**config.mk**
```make
export PLATFORM = sky130hd
export DESIGN_NAME = mem_seq
export DESIGN_NICKNAME = d
export VERILOG_FILES = /design/src/rtl/lbist_pkg.sv /design/src/rtl/mem_seq_addr_ctr.sv /design/src/rtl/mem_seq.sv
export SDC_FILE = /design/constraint.sdc
export NUM_CORES = 1
export LEC_CHECK = 0
export ABC_AREA = 1
export BUFFER_PORTS_ARGS = -buffer_cell sky130_fd_sc_hd__buf_2
export CAP_MARGIN = 30
export CORE_MARGIN = 5
export CORE_UTILIZATION = 45
export DETAILED_ROUTE_END_ITERATION = 8
export PLACE_DENSITY_LB_ADDON = 0.12
export SLEW_MARGIN = 25
export SYNTH_ARGS = -nofsm -noshare
export SYNTH_HDL_FRONTEND = slang
export SYNTH_HIERARCHICAL = 1
export SYNTH_SLANG_ARGS = --single-unit
```
**constraint.sdc**
```tcl
create_clock -name clk -period 1.7 [get_ports clk]
set_input_delay 0.34 -clock clk [delete_from_list [all_inputs] [get_ports clk]]
set_output_delay 0.34 -clock clk [all_outputs]
set_load 0.05 [all_outputs]
```
**src/rtl/lbist_pkg.sv**
```systemverilog
// lbist_pkg: shared constants for the LBIST memory read path.
//   - default memory geometry (word width, address width, fail counter width)
//   - mem_seq FSM state encoding
package lbist_pkg;

    localparam int unsigned DEF_WORD_SIZE  = 8;
    localparam int unsigned DEF_ADDR_BITS  = 8;
    localparam int unsigned DEF_FAIL_CNT_W = 8;

    localparam int unsigned ST_W = 3;

    localparam logic [ST_W-1:0] ST_IDLE    = 3'd0;
    localparam logic [ST_W-1:0] ST_READ    = 3'd1;
    localparam logic [ST_W-1:0] ST_CAPTURE = 3'd2;
    localparam logic [ST_W-1:0] ST_HOLD    = 3'd3;
    localparam logic [ST_W-1:0] ST_DONE    = 3'd4;

endpackage

```
**src/rtl/mem_seq_addr_ctr.sv**
```systemverilog
// addr_ctr: loadable wrap-around address pointer for mem_seq.
//   clk, rst_n  : clock, asynchronous active-low reset
//   load        : load load_addr into count and latch last_addr
//   inc         : advance count by one, modulo 2^ADDR_BITS
//   load_addr   : first address of the range
//   last_addr   : final (inclusive) address of the range
//   count       : current address
//   at_last     : registered flag, count equals the latched last address
module addr_ctr
    import lbist_pkg::*;
#(
    parameter int unsigned ADDR_BITS = DEF_ADDR_BITS
) (
    input  logic                 clk,
    input  logic                 rst_n,
    input  logic                 load,
    input  logic                 inc,
    input  logic [ADDR_BITS-1:0] load_addr,
    input  logic [ADDR_BITS-1:0] last_addr,
    output logic [ADDR_BITS-1:0] count,
    output logic                 at_last
);

    logic [ADDR_BITS-1:0] last_q;
    logic [ADDR_BITS-1:0] count_inc;

    // Natural overflow of the adder gives the wrap through zero.
    assign count_inc = count + ADDR_BITS'(1);

    // at_last is computed from the next count so it is ready in the same cycle.
    always_ff @(posedge clk or negedge rst_n) begin
        if (!rst_n) begin
            count   <= '0;
            last_q  <= '0;
            at_last <= 1'b0;
        end else if (load) begin
            count   <= load_addr;
            last_q  <= last_addr;
            at_last <= (load_addr == last_addr);
        end else if (inc) begin
            count   <= count_inc;
            at_last <= (count_inc == last_q);
        end
    end

endmodule

```
**src/rtl/mem_seq.sv**
```systemverilog
// mem_seq: streams a contiguous, possibly wrapping, address range out of the
// LBIST word memory to a valid/ready consumer, one word per READ/CAPTURE/HOLD.
// Optional compare path: define MEM_SEQ_CMP_EN to check each handshaken word
// against exp_data; otherwise fail/fail_cnt are tied low and exp_data ignored.
//   start, abort          : run control from the BIST controller
//   base_addr, last_addr  : inclusive range, latched on an accepted start
//   mem_en, mem_rw, mem_add, mem_rdata : memory port (read only)
//   dout, dout_valid, dout_ready       : streamed word handshake
//   exp_data              : CUT response compared against dout
//   busy, done            : run in progress / one-cycle completion pulse
//   fail, fail_cnt        : sticky mismatch flag and saturating mismatch count
module mem_seq
    import lbist_pkg::*;
#(
    parameter int unsigned WORD_SIZE  = DEF_WORD_SIZE,
    parameter int unsigned ADDR_BITS  = DEF_ADDR_BITS,
    parameter int unsigned FAIL_CNT_W = DEF_FAIL_CNT_W
) (
    input  logic                  clk,
    input  logic                  rst_n,
    input  logic                  start,
    input  logic                  abort,
    input  logic [ADDR_BITS-1:0]  base_addr,
    input  logic [ADDR_BITS-1:0]  last_addr,
    output logic                  mem_en,
    output logic                  mem_rw,
    output logic [ADDR_BITS-1:0]  mem_add,
    input  logic [WORD_SIZE-1:0]  mem_rdata,
    output logic [WORD_SIZE-1:0]  dout,
    output logic                  dout_valid,
    input  logic                  dout_ready,
    input  logic [WORD_SIZE-1:0]  exp_data,
    output logic                  busy,
    output logic                  done,
    output logic                  fail,
    output logic [FAIL_CNT_W-1:0] fail_cnt
);

    logic [ST_W-1:0] state;
    logic [ST_W-1:0] state_nxt;
    logic            ld_c;
    logic            inc_c;
    logic            hs_c;
    logic            at_last;

    // Read only port.
    assign mem_rw = 1'b0;

    // A handshake that an abort in the same cycle cancels does not count.
    assign hs_c = (state == ST_HOLD) & dout_valid & dout_ready & ~abort;

    // The pointer register drives the memory address directly.
    addr_ctr #(
        .ADDR_BITS (ADDR_BITS)
    ) u_addr_ctr (
        .clk       (clk),
        .rst_n     (rst_n),
        .load      (ld_c),
        .inc       (inc_c),
        .load_addr (base_addr),
        .last_addr (last_addr),
        .count     (mem_add),
        .at_last   (at_last)
    );

    // Next-state and pointer control; abort overrides start and handshake.
    always_comb begin
        state_nxt = state;
        ld_c      = 1'b0;
        inc_c     = 1'b0;
        case (state)
            ST_IDLE: begin
                if (start) begin
                    ld_c      = 1'b1;
                    state_nxt = ST_READ;
                end
            end
            ST_READ:    state_nxt = ST_CAPTURE;
            ST_CAPTURE: state_nxt = ST_HOLD;
            ST_HOLD: begin
                if (hs_c) begin
                    if (at_last) begin
                        state_nxt = ST_DONE;
                    end else begin
                        inc_c     = 1'b1;
                        state_nxt = ST_READ;
                    end
                end
            end
            ST_DONE:    state_nxt = ST_IDLE;
            default:    state_nxt = ST_IDLE;
        endcase
        if (abort) begin
            state_nxt = ST_IDLE;
            ld_c      = 1'b0;
            inc_c     = 1'b0;
        end
    end

    // State and registered outputs, decoded from the next state so that each
    // output is valid in the cycle its state is occupied.
    always_ff @(posedge clk or negedge rst_n) begin
        if (!rst_n) begin
            state      <= ST_IDLE;
            mem_en     <= 1'b0;
            dout       <= '0;
            dout_valid <= 1'b0;
            busy       <= 1'b0;
            done       <= 1'b0;
        end else begin
            state      <= state_nxt;
            mem_en     <= (state_nxt == ST_READ);
            dout_valid <= (state_nxt == ST_HOLD);
            busy       <= (state_nxt != ST_IDLE);
            done       <= (state_nxt == ST_DONE);
            if ((state == ST_CAPTURE) && (state_nxt == ST_HOLD)) begin
                dout <= mem_rdata;
            end
        end
    end

`ifdef MEM_SEQ_CMP_EN
    // Verdict: cleared on an accepted start, updated once per handshake.
    always_ff @(posedge clk or negedge rst_n) begin
        if (!rst_n) begin
            fail     <= 1'b0;
            fail_cnt <= '0;
        end else if (ld_c) begin
            fail     <= 1'b0;
            fail_cnt <= '0;
        end else if (hs_c && (dout != exp_data)) begin
            fail <= 1'b1;
            if (fail_cnt != {FAIL_CNT_W{1'b1}}) begin
                fail_cnt <= fail_cnt + FAIL_CNT_W'(1);
            end
        end
    end
`else
    logic unused_exp;

    assign fail       = 1'b0;
    assign fail_cnt   = '0;
    assign unused_exp = ^exp_data;
`endif

endmodule

```
==> flow_summary_export.csv <==
group,metric,value,unit
outcome,status,"finished clean",
setup_path,start_kind,"flip-flop",
clock_network,cts_sinks,32,
sta,max_freq,642,MHz
synthesis,synth_top_cell_by_area,"dfrtp_1",
cells_and_area,synthToLayoutAreaGrowth,26.5,%
setup_path,r2r_slack,140,ps
die,row_count,23,
clock_network,clk_path_buf_depth,2,
cells_and_area,drive_gt1_frac,0.277,
clock_network,htreeDepth,2,
place,placed_cells,348,
place,routabilityCongestion,0.799,
sta,period_minus_slack,1560,ps
cells_and_area,final_util,0.581,
synthesis,synthesis.area,1830,sq um
setup_path,required,1850,ps
global_routing,grt_max_degree,18,
detailed_routing,drt_iter0_drc,122,
detailed_routing,vias,1726,
worst_hold_path,hold_class,"input pin to flip-flop",
sta,drv_slew,0,
cells_and_area,nNetsFinal,344,
setup_path,arrival,1710,ps
clock_network,post_cts_buffers,0,
clock_network,cts_buffers,5,
synthesis,yosys-top-cells-count,"nand2_1, dfrtp_1, inv_1",
job,cap_violations,0,
setup_path,crit_type,"flip-flop to flip-flop",
setup_path,worstPathMaxFanout,11,
sta,clock-skew-final,7.70,ps
synthesis,ys.flop_type,"dfrtp_1",
pwr,p_leak,1.24,nW
detailed_routing,ant_nets,0,
die,die_w,73.7,um
sta,setup_ws,143,ps
detailed_routing,avgRoutedWirePerCell,12.4,um
synthesis,ys_types,29,
cells_and_area,stdcell_count,357,
detailed_routing,drcViolationCount,0,
synthesis,ys_ff_latch,32,
synthesis,synthTopCellsByArea,"dfrtp_1, nand2_1, nand3_1",
detailed_routing,drt-total-wl,4440,um
sta,hold_viol,0,
synthesis,seq_area_frac_synth,0.439,
detailed_routing,first_pass_iters,4,
global_routing,grt_pass1_wl,7430,um
pwr,powerDensity,1360,nW/um^2
global_routing,grt_use_total,0.182,
die,die_y,73.7,um
synthesis,yosysTopAreaCellShare,0.439,
clock_network,clock-root-buffer,"clkbuf_8",
sta,setup_viol,0,
setup_path,crit_path_end_kind,"flip-flop",
cells_and_area,nFillCells,396,
sta,fin_crit_sh,0.916,
place,hpwl,3570,um
global_routing,overflow,0,
global_routing,grt_pass1_vias,1608,
synthesis,synth_warnings,6,
die,die-area,5430,sq um
clock_network,cts_tree,"yes",
synthesis,async_flop_share,1.00,
die,io_pins,67,
synthesis,synth_edf_count,0,
clock_network,clk_pin_slew_worst_paths,70,ps
synthesis,synth.avg_cell_area,7.45,sq um
synthesis,syn_inst,245,
place,dp_worst_setup_slack,23.0,ps
cells_and_area,diodes,0,
die,core,3970,sq um
detailed_routing,vias_per_cell,4.83,
pwr,peakVddDrop,678,uV
global_routing,antenna_found_initial,0,
place,io_buffers,48,
synthesis,synth.most_common_cell,"nand2_1",
die,initial_core_util,0.460,
clock_network,clock_latency,290,ps
sta,hold-worst-slack,246,ps
sta,fin_tns_setup,0,ps
==> cell families after synthesis <==
logic type,Yosys count,synth area share
XOR/XNOR,3,0.0144
AND/OR/NAND/NOR,134,0.329
other,1,0.00205
buffers and inverters,46,0.115
flip-flops,32,0.439
adder cells (fa/ha/maj),1,0.00685
AO/OA/AOI/OAI,28,0.0939
==> critical path, stage by stage, from the launching register on <==
cell	delay (ps)
dfrtp_1	410
nor2_2	170
nand3_2	120
nor2_4	140
buf_4	180
nor2_2	70
buf_4	150
nand3_1	70
o221ai_1	110
==> flip-flops by register name, indices dropped and copies added, names as in the netlist <==
name,flops
done,1
busy,1
dout_valid,1
dout,8
u_addr_ctr/count,8
u_addr_ctr/last_q,8
mem_en,1
state,3
u_addr_ctr/at_last,1
==> per-layer routing <==
layer / GRT usage / share of wire / vias up
met3: 0.0492 / 0.079 / 5
met1: 0.249 / 0.46 / 780
li1: - / - / 885
met5: 0 / 0 / -
met4: 0.0664 / 0.015 / 0
met2: 0.273 / 0.44 / 56
==> layout make-up <==
class                      count  area (sq um)  area share
multi-input combinational    176           866       0.375
inverter                      34           128      0.0553
sequential                    32           803       0.348
tap                           50          62.6      0.0271
clock buffer                   7          96.3      0.0417
timing repair buffer          57           323       0.140
clock inverter                 1          30.0      0.0130
==> cells in the final DEF, fill, tap and decap left out, types with 3 or more instances in the layout <==
| cell | n |
|---|---|
| nand2_1 | 73 |
| buf_2 | 48 |
| dfrtp_1 | 30 |
| inv_1 | 29 |
| nand3_1 | 25 |
| nor2_1 | 18 |
| o21ai_0 | 13 |
| conb_1 | 10 |
| clkbuf_8 | 7 |
| buf_4 | 7 |
| inv_2 | 5 |
| a21oi_1 | 4 |
| nor2_2 | 3 |
| nand2_2 | 3 |
| nand3_2 | 3 |
| nor2_4 | 3 |
| a22oi_1 | 3 |
| o221ai_1 | 3 |
==> path summary, 6_finish.rpt <==
kind                                           from                               to  cells past startpoint
worst max-delay path             state[1]$_DFF_PN0_  u_addr_ctr/count[4]$_DFFE_PN0P_                      8
worst min-delay path                   mem_rdata[2]              dout[2]$_DFFE_PN0P_                      3
worst max register to register   state[1]$_DFF_PN0_  u_addr_ctr/count[4]$_DFFE_PN0P_                      8
worst min register to register  dout[7]$_DFFE_PN0P_              dout[7]$_DFFE_PN0P_                      2
max in group asynchronous                     rst_n              dout[7]$_DFFE_PN0P_                      3
min in group asynchronous                     rst_n   u_addr_ctr/at_last$_DFFE_PN0P_                      2
==> what timing repair did <==
| item | 4_1_cts | 5_1_grt |
|---|---|---|
| endpoints found under the setup margin | 0 | 5 |
| hold endpoints to repair | 15 | 0 |
| gates resized for setup | 0 | 6 |
| hold buffers | 1 | 0 |
==> metrics by stage <==
step                power (W)  area, sq um
floorplan             0.00203         1860
global placement      0.00234         2150
detailed placement    0.00235         2150
CTS                   0.00317         2290
global route          0.00335         2310
finish                0.00314         2310
==> power by group <==
group          switching, W  internal, W  total [W]
sequential         0.000141     0.000947    0.00109
combinational      0.000919     0.000337    0.00126
clock              0.000279     0.000517   0.000796
total               0.00134      0.00180    0.00314
Note: power is estimated with default switching activity, not from simulation.
